$ cat config.mk
export PLATFORM = sky130hd
export DESIGN_NAME = scan_insert_ctrl_flat
export DESIGN_NICKNAME = d
export VERILOG_FILES = /design/src/rtl/scan_insert_ctrl_pkg.sv /design/src/rtl/scan_insert_ctrl_if.sv /design/src/rtl/scan_insert_ctrl_ins_mask_gen.sv /design/src/rtl/scan_insert_ctrl.sv /design/src/flat_wrapper.sv
export SDC_FILE = /design/constraint.sdc
export NUM_CORES = 1
export LEC_CHECK = 0
export CORE_MARGIN = 10
export CORE_UTILIZATION = 39
export CTS_BUF_LIST = sky130_fd_sc_hd__clkbuf_4
export DETAILED_ROUTE_END_ITERATION = 8
export PLACE_DENSITY = 0.82
export SLEW_MARGIN = 20
export SYNTH_ARGS = -nofsm -noshare
export SYNTH_HDL_FRONTEND = slang
export SYNTH_HIERARCHICAL = 1
export SYNTH_SLANG_ARGS = --single-unit
$ cat constraint.sdc
create_clock -name clk -period 1.35 [get_ports clk]
set_input_delay 0.2025 -clock clk [delete_from_list [all_inputs] [get_ports clk]]
set_output_delay 0.2025 -clock clk [all_outputs]
set_load 0.01 [all_outputs]
$ cat src/rtl/scan_insert_ctrl_pkg.sv
// rtl/scan_insert_ctrl_pkg.sv - shared op-codes, FSM states and cell control fields
package samDefines;

    typedef enum logic [1:0] {
        OP_CONFIG = 2'd0,
        OP_SCAN   = 2'd1,
        OP_INSERT = 2'd2,
        OP_RSVD   = 2'd3
    } cmdOp_t;

    typedef enum logic [2:0] {
        ST_IDLE,
        ST_CFG,
        ST_LATCH,
        ST_CMP,
        ST_CAPT,
        ST_SHIFT,
        ST_RESP
    } ctrlState_t;

    typedef struct packed {
        logic cfg;
        logic isScan;
        logic rowTypeInx;
    } cellCtrl_t;

endpackage

$ cat src/rtl/scan_insert_ctrl_if.sv
// rtl/scan_insert_ctrl_if.sv - command/response handshake bundle for scan_insert_ctrl
interface scan_insert_ctrl_if #(
    parameter int CELL_SIZE = 8,
    parameter int IDX_W     = 5
);
    logic                 cmd_valid;
    logic                 cmd_ready;
    logic [1:0]           cmd_op;
    logic [CELL_SIZE-1:0] cmd_target;
    logic                 cmd_rowTypeInx;
    logic [IDX_W-1:0]     cmd_insIdx;
    logic [IDX_W-1:0]     cmd_endIdx;
    logic                 rsp_valid;
    logic                 rsp_ready;
    logic [1:0]           rsp_rslt;
    logic                 rsp_err;

    modport master (
        output cmd_valid, cmd_op, cmd_target, cmd_rowTypeInx, cmd_insIdx, cmd_endIdx, rsp_ready,
        input  cmd_ready, rsp_valid, rsp_rslt, rsp_err
    );

    modport slave (
        input  cmd_valid, cmd_op, cmd_target, cmd_rowTypeInx, cmd_insIdx, cmd_endIdx, rsp_ready,
        output cmd_ready, rsp_valid, rsp_rslt, rsp_err
    );
endinterface

$ cat src/rtl/scan_insert_ctrl_ins_mask_gen.sv
// rtl/scan_insert_ctrl_ins_mask_gen.sv - insert-point and shift-enable mask generator
module ins_mask_gen #(
    parameter int NUM_CELLS = 32,
    parameter int IDX_W     = $clog2(NUM_CELLS)
) (
    input  logic [IDX_W-1:0]     insIdx,
    input  logic [IDX_W-1:0]     endIdx,
    output logic [NUM_CELLS-1:0] insPt,
    output logic [NUM_CELLS-1:0] doShift
);

    // Cells above the insertion point up to the group end move one slot right.
    always_comb begin
        insPt   = '0;
        doShift = '0;
        for (int i = 0; i < NUM_CELLS; i++) begin
            insPt[i]   = (i == int'(insIdx));
            doShift[i] = (i > int'(insIdx)) && (i <= int'(endIdx));
        end
    end

endmodule

$ cat src/rtl/scan_insert_ctrl.sv
// rtl/scan_insert_ctrl.sv - sequences CONFIG/SCAN/INSERT commands onto the row-buffer cell array
module scan_insert_ctrl
    import samDefines::*;
#(
    parameter int NUM_CELLS = 32,
    parameter int CELL_SIZE = 8,
    parameter int IDX_W     = $clog2(NUM_CELLS)
) (
    input  logic                 clk,
    input  logic                 reset,
    scan_insert_ctrl_if.slave    bus,
    output logic                 cfg_o,
    output logic                 isScan_o,
    output logic                 rowTypeInx_o,
    output logic [CELL_SIZE-1:0] target_o,
    output logic [NUM_CELLS-1:0] insPt_o,
    output logic [NUM_CELLS-1:0] doShift_o,
    input  logic [1:0]           rslt_i
);

    ctrlState_t           state;
    ctrlState_t           nextState;
    cellCtrl_t            ctrl;
    logic                 accept;
    logic                 cmdErr;
    logic                 rowTypeReg;
    logic [IDX_W-1:0]     insIdx;
    logic [IDX_W-1:0]     endIdx;
    logic [NUM_CELLS-1:0] insMask;
    logic [NUM_CELLS-1:0] shiftMask;

    assign accept = bus.cmd_valid && bus.cmd_ready;

    always_comb begin
        cmdErr = 1'b0;
        case (cmdOp_t'(bus.cmd_op))
            OP_INSERT: cmdErr = (bus.cmd_insIdx > bus.cmd_endIdx) ||
                                (int'(bus.cmd_endIdx) >= NUM_CELLS);
            OP_RSVD:   cmdErr = 1'b1;
            default:   cmdErr = 1'b0;
        endcase
    end

    ins_mask_gen #(.NUM_CELLS(NUM_CELLS), .IDX_W(IDX_W)) u_maskGen (
        .insIdx (insIdx),
        .endIdx (endIdx),
        .insPt  (insMask),
        .doShift(shiftMask)
    );

    always_ff @(posedge clk) begin
        if (reset) begin
            state <= ST_IDLE;
        end else begin
            state <= nextState;
        end
    end

    always_comb begin
        nextState = state;
        case (state)
            ST_IDLE: begin
                if (accept) begin
                    if (cmdErr) begin
                        nextState = ST_RESP;
                    end else begin
                        case (cmdOp_t'(bus.cmd_op))
                            OP_CONFIG: nextState = ST_CFG;
                            OP_SCAN:   nextState = ST_LATCH;
                            default:   nextState = ST_SHIFT;
                        endcase
                    end
                end
            end
            ST_CFG:   nextState = ST_RESP;
            ST_LATCH: nextState = ST_CMP;
            ST_CMP:   nextState = ST_CAPT;
            ST_CAPT:  nextState = ST_RESP;
            ST_SHIFT: nextState = ST_RESP;
            ST_RESP:  if (bus.rsp_ready) nextState = ST_IDLE;
            default:  nextState = ST_IDLE;
        endcase
    end

    // The compare result has rippled through the cell chain by the end of CAPT.
    always_ff @(posedge clk) begin
        if (reset) begin
            target_o     <= '0;
            rowTypeReg   <= 1'b0;
            insIdx       <= '0;
            endIdx       <= '0;
            bus.rsp_rslt <= 2'b00;
            bus.rsp_err  <= 1'b0;
        end else begin
            if (accept) begin
                target_o     <= bus.cmd_target;
                rowTypeReg   <= bus.cmd_rowTypeInx;
                insIdx       <= bus.cmd_insIdx;
                endIdx       <= bus.cmd_endIdx;
                bus.rsp_rslt <= 2'b00;
                bus.rsp_err  <= cmdErr;
            end
            if (state == ST_CAPT) begin
                bus.rsp_rslt <= rslt_i;
            end
        end
    end

    always_comb begin
        ctrl            = '0;
        ctrl.rowTypeInx = rowTypeReg;
        insPt_o         = '0;
        doShift_o       = '0;
        bus.cmd_ready   = 1'b0;
        bus.rsp_valid   = 1'b0;
        case (state)
            ST_IDLE:  bus.cmd_ready = 1'b1;
            ST_CFG:   ctrl.cfg      = 1'b1;
            ST_LATCH: ctrl.isScan   = 1'b1;
            ST_SHIFT: begin
                insPt_o   = insMask;
                doShift_o = shiftMask;
            end
            ST_RESP:  bus.rsp_valid = 1'b1;
            default:  ;
        endcase
        // Keep the cell array quiet while reset is held, even before the state register clears.
        if (reset) begin
            ctrl.cfg    = 1'b0;
            ctrl.isScan = 1'b0;
            insPt_o     = '0;
            doShift_o   = '0;
        end
    end

    assign cfg_o        = ctrl.cfg;
    assign isScan_o     = ctrl.isScan;
    assign rowTypeInx_o = ctrl.rowTypeInx;

endmodule

$ cat src/flat_wrapper.sv
// flat-port wrapper written by rule: the top's interface ports become plain ports
module scan_insert_ctrl_flat import samDefines::*;
#(
    parameter int NUM_CELLS = 32,
    parameter int CELL_SIZE = 8,
    parameter int IDX_W     = $clog2(NUM_CELLS)
)
  (clk, reset, cfg_o, isScan_o, rowTypeInx_o, target_o, insPt_o, doShift_o, rslt_i, bus_cmd_valid, bus_cmd_op, bus_cmd_target, bus_cmd_rowTypeInx, bus_cmd_insIdx, bus_cmd_endIdx, bus_rsp_ready, bus_cmd_ready, bus_rsp_valid, bus_rsp_rslt, bus_rsp_err);
  scan_insert_ctrl_if #(.CELL_SIZE(CELL_SIZE), .IDX_W(IDX_W)) bus_i ();
  input  logic clk;
  input  logic reset;
  output logic cfg_o;
  output logic isScan_o;
  output logic rowTypeInx_o;
  output logic [CELL_SIZE-1:0] target_o;
  output logic [NUM_CELLS-1:0] insPt_o;
  output logic [NUM_CELLS-1:0] doShift_o;
  input  logic [1:0] rslt_i;
  input wire logic [$bits(bus_i.cmd_valid)-1:0] bus_cmd_valid;
  input wire logic [$bits(bus_i.cmd_op)-1:0] bus_cmd_op;
  input wire logic [$bits(bus_i.cmd_target)-1:0] bus_cmd_target;
  input wire logic [$bits(bus_i.cmd_rowTypeInx)-1:0] bus_cmd_rowTypeInx;
  input wire logic [$bits(bus_i.cmd_insIdx)-1:0] bus_cmd_insIdx;
  input wire logic [$bits(bus_i.cmd_endIdx)-1:0] bus_cmd_endIdx;
  input wire logic [$bits(bus_i.rsp_ready)-1:0] bus_rsp_ready;
  output wire logic [$bits(bus_i.cmd_ready)-1:0] bus_cmd_ready;
  output wire logic [$bits(bus_i.rsp_valid)-1:0] bus_rsp_valid;
  output wire logic [$bits(bus_i.rsp_rslt)-1:0] bus_rsp_rslt;
  output wire logic [$bits(bus_i.rsp_err)-1:0] bus_rsp_err;
  assign bus_i.cmd_valid = bus_cmd_valid;
  assign bus_i.cmd_op = bus_cmd_op;
  assign bus_i.cmd_target = bus_cmd_target;
  assign bus_i.cmd_rowTypeInx = bus_cmd_rowTypeInx;
  assign bus_i.cmd_insIdx = bus_cmd_insIdx;
  assign bus_i.cmd_endIdx = bus_cmd_endIdx;
  assign bus_i.rsp_ready = bus_rsp_ready;
  assign bus_cmd_ready = bus_i.cmd_ready;
  assign bus_rsp_valid = bus_i.rsp_valid;
  assign bus_rsp_rslt = bus_i.rsp_rslt;
  assign bus_rsp_err = bus_i.rsp_err;
  scan_insert_ctrl #(.NUM_CELLS(NUM_CELLS), .CELL_SIZE(CELL_SIZE), .IDX_W(IDX_W)) u_core (.clk(clk), .reset(reset), .bus(bus_i), .cfg_o(cfg_o), .isScan_o(isScan_o), .rowTypeInx_o(rowTypeInx_o), .target_o(target_o), .insPt_o(insPt_o), .doShift_o(doShift_o), .rslt_i(rslt_i));
endmodule
==> impl_metrics.toml <==
[grt]
antenna_found_initial = 0
grt_usage_pct = 21.1
grt_pass1_wl_mm = 17.3
grt_pass1_vias = 3365
grt_max_degree = 18
grt_overflow = 0

[min_path]
hold_path_class = "in2reg"
whs_path_depth = 3

[detailed_routing]
vias = 3527
drt_iter0_drc = 279
wl_per_cell_um = 23.0
postRouteAntennaNets = 0
dr.pass1.iters = 5
via_per_inst = 5.96
drt_wl_total_mm = 13.6
drc_errors = 0

[sta]
whs_ns = 0.120
setup_violations = 71
fin_crit_ns = 2.10
finalWorstSetupSlack_ns = -0.750
clock_skew_ns = 0.00992
rsz0062_at_grt = "yes"
max_freq_mhz = 476
hold_viol_final = 0
finalCritPeriodShare_pct = 156
slew_violations = 0

[clock_tree]
cts_tree = "yes"
clk_pin_slew_ns = 0.15
clockBufferDepth = 2
htree_num_levels = 1
cts-root-buf = "clkbuf_4"
cts_buffers = 3
clk-insertion-delay-late_ns = 0.33
clock-sinks = 25
hold_buffers = 0

[synth]
post_synth.cell_area_avg_sq_um = 6.91
yosysWarnings = 6
netlist.area_leader.share_pct = 21.1
yosysTopAreaCell = "dfxtp_1"
syn_area_sq_mm = 0.00238
yosysUniqueCellTypes = 50
syn_nets = 376
synth_cells = 344
synth.area.top_cells = "dfxtp_1, and2_1, nand2_1"
synth_seq_cells = 25
synth-seq-area-share_pct = 21.1

[finish]
antennaDiodeCount = 0
syn_to_final_growth_pct = 116
n_fill_cell = 292
drive_gt1_share_pct = 68.7
nNetsFinal = 550
fin_util_pct = 86.5

[floorplan]
die_h_um = 98.1
core_area_sq_mm = 0.00592
num_rows = 28
start_util_pct = 40.2
pin_count = 107
die-area_sq_mm = 0.00962
die_w_um = 98.1

[worst_setup_path]
startpoint_type = "flop"
r2r_cells = 4
critPathMaxFanout = 6
required_ns = 1.15
critPathCaptureType = "output pin"
cp.arrival_ns = 1.90
criticalPathCategory = "reg2out"

[placed_design]
port_buffers = 105
dp_hpwl_mm = 6.39
place.gp.congestion = 0.968

[power]
ir_drop_v = 0.000823
p_leak_nw = 2.27
powerDensity_mw_per_mm2 = 692

[status]
status = "complete, but fails checks"
violations = "setup timing"

[run]
maxCapViolations = 0
worst paths after layout:
kind / start / endpoint / slack (ns)
worst min register to register: u_core/target_o[0] / u_core/target_o[0] / 0.47
worst max-delay path: u_core/insIdx[2] / doShift_o[3] / -0.75
worst min-delay path: bus_cmd_endIdx[4] / u_core/endIdx[4] / 0.12
worst max register to register: u_core/state[2] / u_core/state[1] / 0
kinds of logic after synthesis:
logic type	synth area share [%]
simple gates	42.9
other cells	0.158
fa+ha+maj	2.63
flops	21.1
compound gates	23.0
buf+inv	10.3
stage by stage:
| step | cell area (sq um) | setup WS (ns) | power (mW) | TNS (ns) | instances |
|---|---|---|---|---|---|
| after global placement | 3780 | -0.685 | 2.18 | -43.69 | 541 |
| after detailed placement | 3780 | -0.706 | 2.21 | -45.57 | 541 |
| after global routing | 5120 | -0.756 | 3.67 | -38.90 | 592 |
| after CTS | 4410 | -0.666 | 2.87 | -32.67 | 576 |
| after floorplan | 2440 | -0.0959 | 1.69 | -0.384 | 344 |
| final | 5120 | -0.750 | 3.54 | -35.06 | 592 |
metal layers:
metal,up-vias,share of wire [%],track usage (%)
met2,268,48,36.2
met3,57,12,9.02
met4,0,4.3,8.72
met5,-,0,0
met1,1678,36,22.1
li1,1524,-,-
flip-flops by register name (all words and copies together) (netlist names):
register and count:
u_core/endIdx 5, u_core/bus.rsp_err 1, u_core/rowTypeInx_o 1, u_core/target_o 8, u_core/insIdx 5, u_core/state 3, u_core/bus.rsp_rslt 2
what timing repair did:
action,4_1_cts,5_1_grt
pin swaps,61,81
resized for setup,425,182
cloned,8,5
setup endpoints to repair,101,89
buffers inserted,23,20
synth_stat cells (all sizes together):
cell,instances
a2111oi,2
a211o,2
a211oi,12
a21bo,1
a21o,2
a21oi,27
a221oi,10
a22oi,1
a311oi,4
a31o,1
a31oi,1
a41o,1
and2,67
and3,2
and3b,1
and4,1
buf,23
clkbuf,14
clkinv,1
conb,1
dfxtp,25
ha,5
inv,9
nand2,48
nand2b,3
nand3,4
nand3b,2
nand4,1
nor2,37
nor3,10
nor3b,2
o211a,3
o211ai,1
o21ai,6
o221ai,1
or2,3
or3,3
or3b,4
or4,3
cell type report:
type / instances / area [sq um] / area share, %
well taps: 75 / 93.8 / 1.83
multi-input cells: 275 / 2400 / 46.9
clock inverters: 1 / 7.51 / 0.147
repair buffers: 203 / 2020 / 39.3
inverters: 10 / 43.8 / 0.855
clock buffers: 3 / 22.5 / 0.440
flip-flops and latches: 25 / 537 / 10.5
power breakdown:
part	total, mW	internal [mW]	switching (mW)
sequential	0.936	0.829	0.108
clock	0.363	0.113	0.249
combinational	2.24	1.09	1.15
total	3.54	2.04	1.51
layout by cell type (no fill, tap or decap), types with 5 or more instances in the layout:
master and count:
dfxtp_2 5, and2_4 44, buf_4 50, dlygate4sd2_1 14, and2_1 26, nor2_2 12, o21ai_0 5, buf_16 5
nand2_1 25, buf_8 8, clkdlybuf4s50_1 17, a21oi_1 13, nand2_2 14, nand2_4 7, a221oi_2 9, a21oi_2 14
buf_2 29, a211oi_2 9, dfxtp_1 12, clkdlybuf4s15_1 5, buf_6 67, nor2_4 10, nor3_4 6, nor2_1 15
dfxtp_4 8
critical path: stages, from the launching register on:
cell,delay (ns)
dfxtp_4,0.40
or3_4,0.45
buf_6,0.14
a221oi_2,0.21
and2_1,0.21
buf_2,0.16
Power figures use the tool's default switching activity.
